**src/rtl/pri_encoder_drain.sv**
```systemverilog
// pri_encoder_drain: registered priority encoder that drains a request vector.
// A nonzero vector is captured into a pending register, and its set bits are
// emitted one index per output handshake, in priority order. Each emitted bit
// is cleared from the pending register. An all-zero vector is absorbed and
// signalled with a single-cycle zero_pulse.
// Optional build macro PRI_ENCODER_DRAIN_COUNT_EN adds out_cnt, which is the
// population count of the pending register.
module pri_encoder_drain #(
    parameter int WIDTH     = 16,
    parameter int IDX_W     = 4,
    parameter bit LSB_FIRST = 1'b1
) (
    input  logic             clk,
    input  logic             reset,
    input  logic             in_valid,
    output logic             in_ready,
    input  logic [WIDTH-1:0] in_vec,
    output logic             out_valid,
    input  logic             out_ready,
    output logic [IDX_W-1:0] out_idx,
    output logic             out_last,
    output logic             zero_pulse,
`ifdef PRI_ENCODER_DRAIN_COUNT_EN
    output logic [IDX_W:0]   out_cnt,
`endif
    output logic             busy
);

    // Reject parameter sets that could produce an index that does not fit
    generate
        if (WIDTH < 2 || (1 << IDX_W) < WIDTH) begin : g_bad_params
            $error("pri_encoder_drain: need WIDTH >= 2 and 2**IDX_W >= WIDTH");
        end
    endgenerate

    typedef enum logic [0:0] {
        IDLE  = 1'b0,
        DRAIN = 1'b1
    } state_t;

    state_t             r_state;
    state_t             w_state_nxt;
    logic [WIDTH-1:0]   r_pending;
    logic               r_zero;
    logic [IDX_W-1:0]   w_idx;
    logic [WIDTH-1:0]   w_onehot;
    logic               w_multi;
    logic               w_last;
    logic               w_load;
    logic               w_zero;
    logic               w_pop;

    // Select the winning pending bit. The loop direction makes the
    // highest-priority bit the last one assigned.
    always_comb begin
        w_idx    = '0;
        w_onehot = '0;
        if (LSB_FIRST) begin
            for (int i = WIDTH - 1; i >= 0; i--) begin
                if (r_pending[i]) begin
                    w_idx       = IDX_W'(i);
                    w_onehot    = '0;
                    w_onehot[i] = 1'b1;
                end
            end
        end else begin
            for (int i = 0; i < WIDTH; i++) begin
                if (r_pending[i]) begin
                    w_idx       = IDX_W'(i);
                    w_onehot    = '0;
                    w_onehot[i] = 1'b1;
                end
            end
        end
    end

    // Exactly one bit is set when clearing the lowest set bit leaves nothing
    always_comb begin
        w_multi = |(r_pending & (r_pending - WIDTH'(1)));
        w_last  = (|r_pending) && !w_multi;
    end

    // FSM state register
    always_ff @(posedge clk) begin
        if (reset) begin
            r_state <= IDLE;
        end else begin
            r_state <= w_state_nxt;
        end
    end

    // FSM next state and handshake decode. A vector is accepted only in IDLE,
    // so a new vector can never land on the cycle of the final output.
    always_comb begin
        w_state_nxt = r_state;
        in_ready    = 1'b0;
        out_valid   = 1'b0;
        busy        = 1'b0;
        w_load      = 1'b0;
        w_zero      = 1'b0;
        w_pop       = 1'b0;
        case (r_state)
            IDLE: begin
                in_ready = 1'b1;
                if (in_valid) begin
                    if (|in_vec) begin
                        w_load      = 1'b1;
                        w_state_nxt = DRAIN;
                    end else begin
                        w_zero = 1'b1;
                    end
                end
            end
            DRAIN: begin
                busy      = 1'b1;
                out_valid = 1'b1;
                if (out_ready) begin
                    w_pop = 1'b1;
                    if (w_last) begin
                        w_state_nxt = IDLE;
                    end
                end
            end
            default: w_state_nxt = IDLE;
        endcase
    end

    // Pending register: load on accept, and clear the emitted bit on each pop
    always_ff @(posedge clk) begin
        if (reset) begin
            r_pending <= '0;
        end else if (w_load) begin
            r_pending <= in_vec;
        end else if (w_pop) begin
            r_pending <= r_pending & ~w_onehot;
        end
    end

    // Single-cycle flag for an accepted all-zero vector
    always_ff @(posedge clk) begin
        if (reset) begin
            r_zero <= 1'b0;
        end else begin
            r_zero <= w_zero;
        end
    end

    assign out_idx    = w_idx;
    assign out_last   = w_last;
    assign zero_pulse = r_zero;

`ifdef PRI_ENCODER_DRAIN_COUNT_EN
    localparam int CNT_W = IDX_W + 1;
    logic [CNT_W-1:0] w_cnt;

    // Population count of the pending bits, including the current index
    always_comb begin
        w_cnt = '0;
        for (int i = 0; i < WIDTH; i++) begin
            w_cnt = w_cnt + CNT_W'(r_pending[i]);
        end
    end

    assign out_cnt = w_cnt;
`endif

endmodule
```
**config.mk**
```make
export PLATFORM = sky130hd
export DESIGN_NAME = pri_encoder_drain
export DESIGN_NICKNAME = d
export VERILOG_FILES = /design/src/rtl/pri_encoder_drain.sv
export SDC_FILE = /design/constraint.sdc
export NUM_CORES = 1
export LEC_CHECK = 0
export ABC_AREA = 1
export CAP_MARGIN = 5
export CORE_MARGIN = 8
export CORE_UTILIZATION = 25
export CTS_CLUSTER_SIZE = 20
export DETAILED_ROUTE_END_ITERATION = 8
export GPL_ROUTABILITY_DRIVEN = 1
export GPL_TIMING_DRIVEN = 1
export PLACE_DENSITY_LB_ADDON = 0.3
export SKIP_LAST_GASP = 1
export SLEW_MARGIN = 20
export SYNTH_ARGS = -nofsm -noshare
export SYNTH_HDL_FRONTEND = slang
export SYNTH_SLANG_ARGS = --single-unit
```
**constraint.sdc**
```tcl
create_clock -name clk -period 1.8 [get_ports clk]
set_input_delay 0.27 -clock clk [delete_from_list [all_inputs] [get_ports clk]]
set_output_delay 0.27 -clock clk [all_outputs]
set_load 0.005 [all_outputs]
```
==> metrics.md <==
| Metric | Value |
|---|---|
| Worst VDD drop | 0.000284 V |
| Fin crit period | 1890 ps |
| RSZ-0062 raised after global routing | true |
| Final Max Tran Viols | 0 |
| Arrival @ worst endpoint | 1620 ps |
| CTS sink cnt | 18 |
| Core area | 4720 sq um |
| GRT Residual Overflow | 0 |
| Critical Path End Type | primary output |
| Cell Pwr Density | 691 nW/um^2 |
| CTS root buf | clkbuf_8 |
| Cell internal pwr | 923 uW |
| ANT cells | 0 |
| Crit-path max FO | 5 |
| Drt total wl | approximately 3700 microns |
| # setup viols final | 1 |
| Max-Slew Margin vs Limit | 81.6% |
| Final hold violations | 0 |
| Wire length per cell | 10.9 microns |
| Final worst-path setup slack | -92.2 ps |
| Layout area overhead | 65.4% |
| Final Instance Area | 2010 sq um |
| Power share of the clock group | between 20% and 30% |
| Post-Syn Nets | 220 |
| DR iter-0 viols | 97 |
| Met2 WL | 1640 microns |
| Total power | 1.39 mW |
| GRT Total Usage | 10.4% |
| DP Area | 1900 sq um |
| Synthesized area per cell | a little over 6 sq um |
| Least-Margin Pin Slew | around 270 ps |
| Synth Instances | 200 |
| Met1 wire length | 1880 microns |
| Clk Latency, worst-skew pair | 250 ps |
| I/O pin total | 29 |
| Initial Utilization | 25.8% |
| CTS clk-pin slew, worst paths | 70 ps |
| Crit path kind | flop to primary output |
| Vias | approximately 1,400 |
| Leak | 0.923 nW |
| H-Tree Depth | 1 |
| Number of hold buffers added after CTS | 0 |
| Vias/cell | between 4 and 5 |
| Synth Warn # | 0 |
| GP Congestion | approximately 0.84 |
| Site Rows | 25 |
| Sequential Area | 370 sq um |
| DRC Markers | 0 |
| Ratio of final minimum period to clock period | 105% |
| Sequential power share | 34.3% |
| DRT Pass-1 Iters | 4 |
| Synth unique cells | 27 |
| Nets@finish | about 290 |
| Number of global-route vias before repair | 1,456 |
| Metal3 WL | 130 microns |
| Comb pwr share | a little under half |
| CP required | 1530 ps |
| First-pass GRT wire length | approximately 6400 microns |
| Failing checks | negative setup slack |
| Multi-input logic area | roughly 780 sq um |
| Most frequent cells in the layout | buf_4, nand2_1, inv_1 |
| Hold WS | around 520 ps |
| Antenna violations before repair | 0 |
| Clock Path Buffers | 2 |
| Total CTS buffers | 3 |
| Yosys reg bits | 18 |
| Worst min path class | flop to flop |
| Fillers | 500 |
| Largest net degree at the start of global routing | 14 |
| Cell area after synthesis | 1220 sq um |
| Die width | 85.8 microns |
| Maximum clock rate | 528 MHz |
| Switch share | 33.6% |
| Die ar. | 7360 sq um |
| Routed Antenna Nets | 0 |
| Type of origin of the critical path | flop |
| Seq/Total Area, Yosys | 29.6% |
| Outcome | complete, but fails checks |
| Commonest non-fill, non-tap cell in the layout | buf_4 |
| Net switching power | 467 uW |
| Skew final | 6.50 ps |
| Post-DP HPWL | between 3000 and 4000 microns |
| Port-buffer cells | 28 |
| Die Ht | 85.8 microns |
| Layout cells sized above 1 | 33.1% |
| Top layer used by detailed routing | met4 |
| Max cap viols | 0 |
| CTS tree | done |
| Setup TNS | -92.2 ps |
[worst paths after layout]
kind / start / to / slack, ps / cells after the start
min: r_pending[9] / r_pending[9] / 520 / 2
max: r_pending[0] / out_last / -90 / 9
max reg2reg: r_pending[0] / r_state / 140 / 12
min reg2reg: r_pending[9] / r_pending[9] / 520 / 2
[power by group through the flow]
stage	Sequential, mW	Combinational (mW)	Clock, mW
after floorplan	0.473	0.277	0
after global placement	0.476	0.607	0
after detailed placement	0.477	0.606	0
after CTS	0.470	0.617	0.280
after global routing	0.481	0.713	0.302
final	0.477	0.635	0.278
[state kept, by name (all words and copies together), names as in the netlist]
name / count
zero_pulse: 1
r_state: 1
r_pending: 16
[routing by layer]
metal	vias to the layer above	track usage [%]
li1	799	-
met1	621	13.5
met2	25	16.4
met3	2	2.01
met4	0	4.30
met5	-	0
[worst max-delay path, cell delays in order, from the launching register on]
cell and delay, ps:
dfxtp_2 330, nor2_4 160, nand2_4 110, nor2_4 150, nand3_2 120, nand2_1 70
nand2_1 50, nor2_2 120, and3_1 150, clkbuf_2 110
[stage by stage]
| stage | util (%) | instances | setup slack, ps |
|---|---|---|---|
| after global placement | 40.2 | 332 | -270 |
| after global routing | 42.6 | 339 | -224 |
| after floorplan | - | 200 | 375 |
| after CTS | 41.7 | 337 | -239 |
| after detailed placement | 40.2 | 332 | -246 |
| final | 42.6 | 339 | -92.2 |
[synthesized netlist by cell type, drive strengths merged]
master | count | area, sq um
nand2 | 50 | 203
nor2 | 38 | 173
nor4 | 3 | 18.8
a31oi | 1 | 6.26
nand3 | 6 | 35.0
clkbuf | 2 | 7.51
o22ai | 2 | 12.5
nand3b | 1 | 7.51
and3 | 2 | 12.5
inv | 27 | 101
a211oi | 6 | 45.0
a21boi | 1 | 7.51
nor3 | 2 | 10.0
nand4 | 2 | 12.5
a21oi | 12 | 60.1
buf | 4 | 25.0
o31ai | 2 | 15.0
dfxtp | 18 | 360
o21ai | 21 | 105
[what timing repair did]
action | in CTS | in global routing
pin swaps | 5 | 12
hold endpoints to repair | 0 | 0
buffers inserted | 2 | 2
endpoints found under the setup margin | 5 | 11
gates resized for setup | 21 | 22
gates cloned | 0 | 0
[layout make-up]
type / instances / area share (%)
Multi-Input combinational cell: 149 / 38.6
Timing Repair Buffer: 75 / 31.6
Sequential cell: 18 / 18.4
Inverter: 27 / 5.16
Tap cell: 67 / 4.16
Clock buffer: 3 / 2.05
[kinds of logic after synthesis]
logic type	synth area share [%]
simple gates	38.7
compound gates	20.7
flops	29.6
buf+inv	11.0
Power figures use the tool's default switching activity.
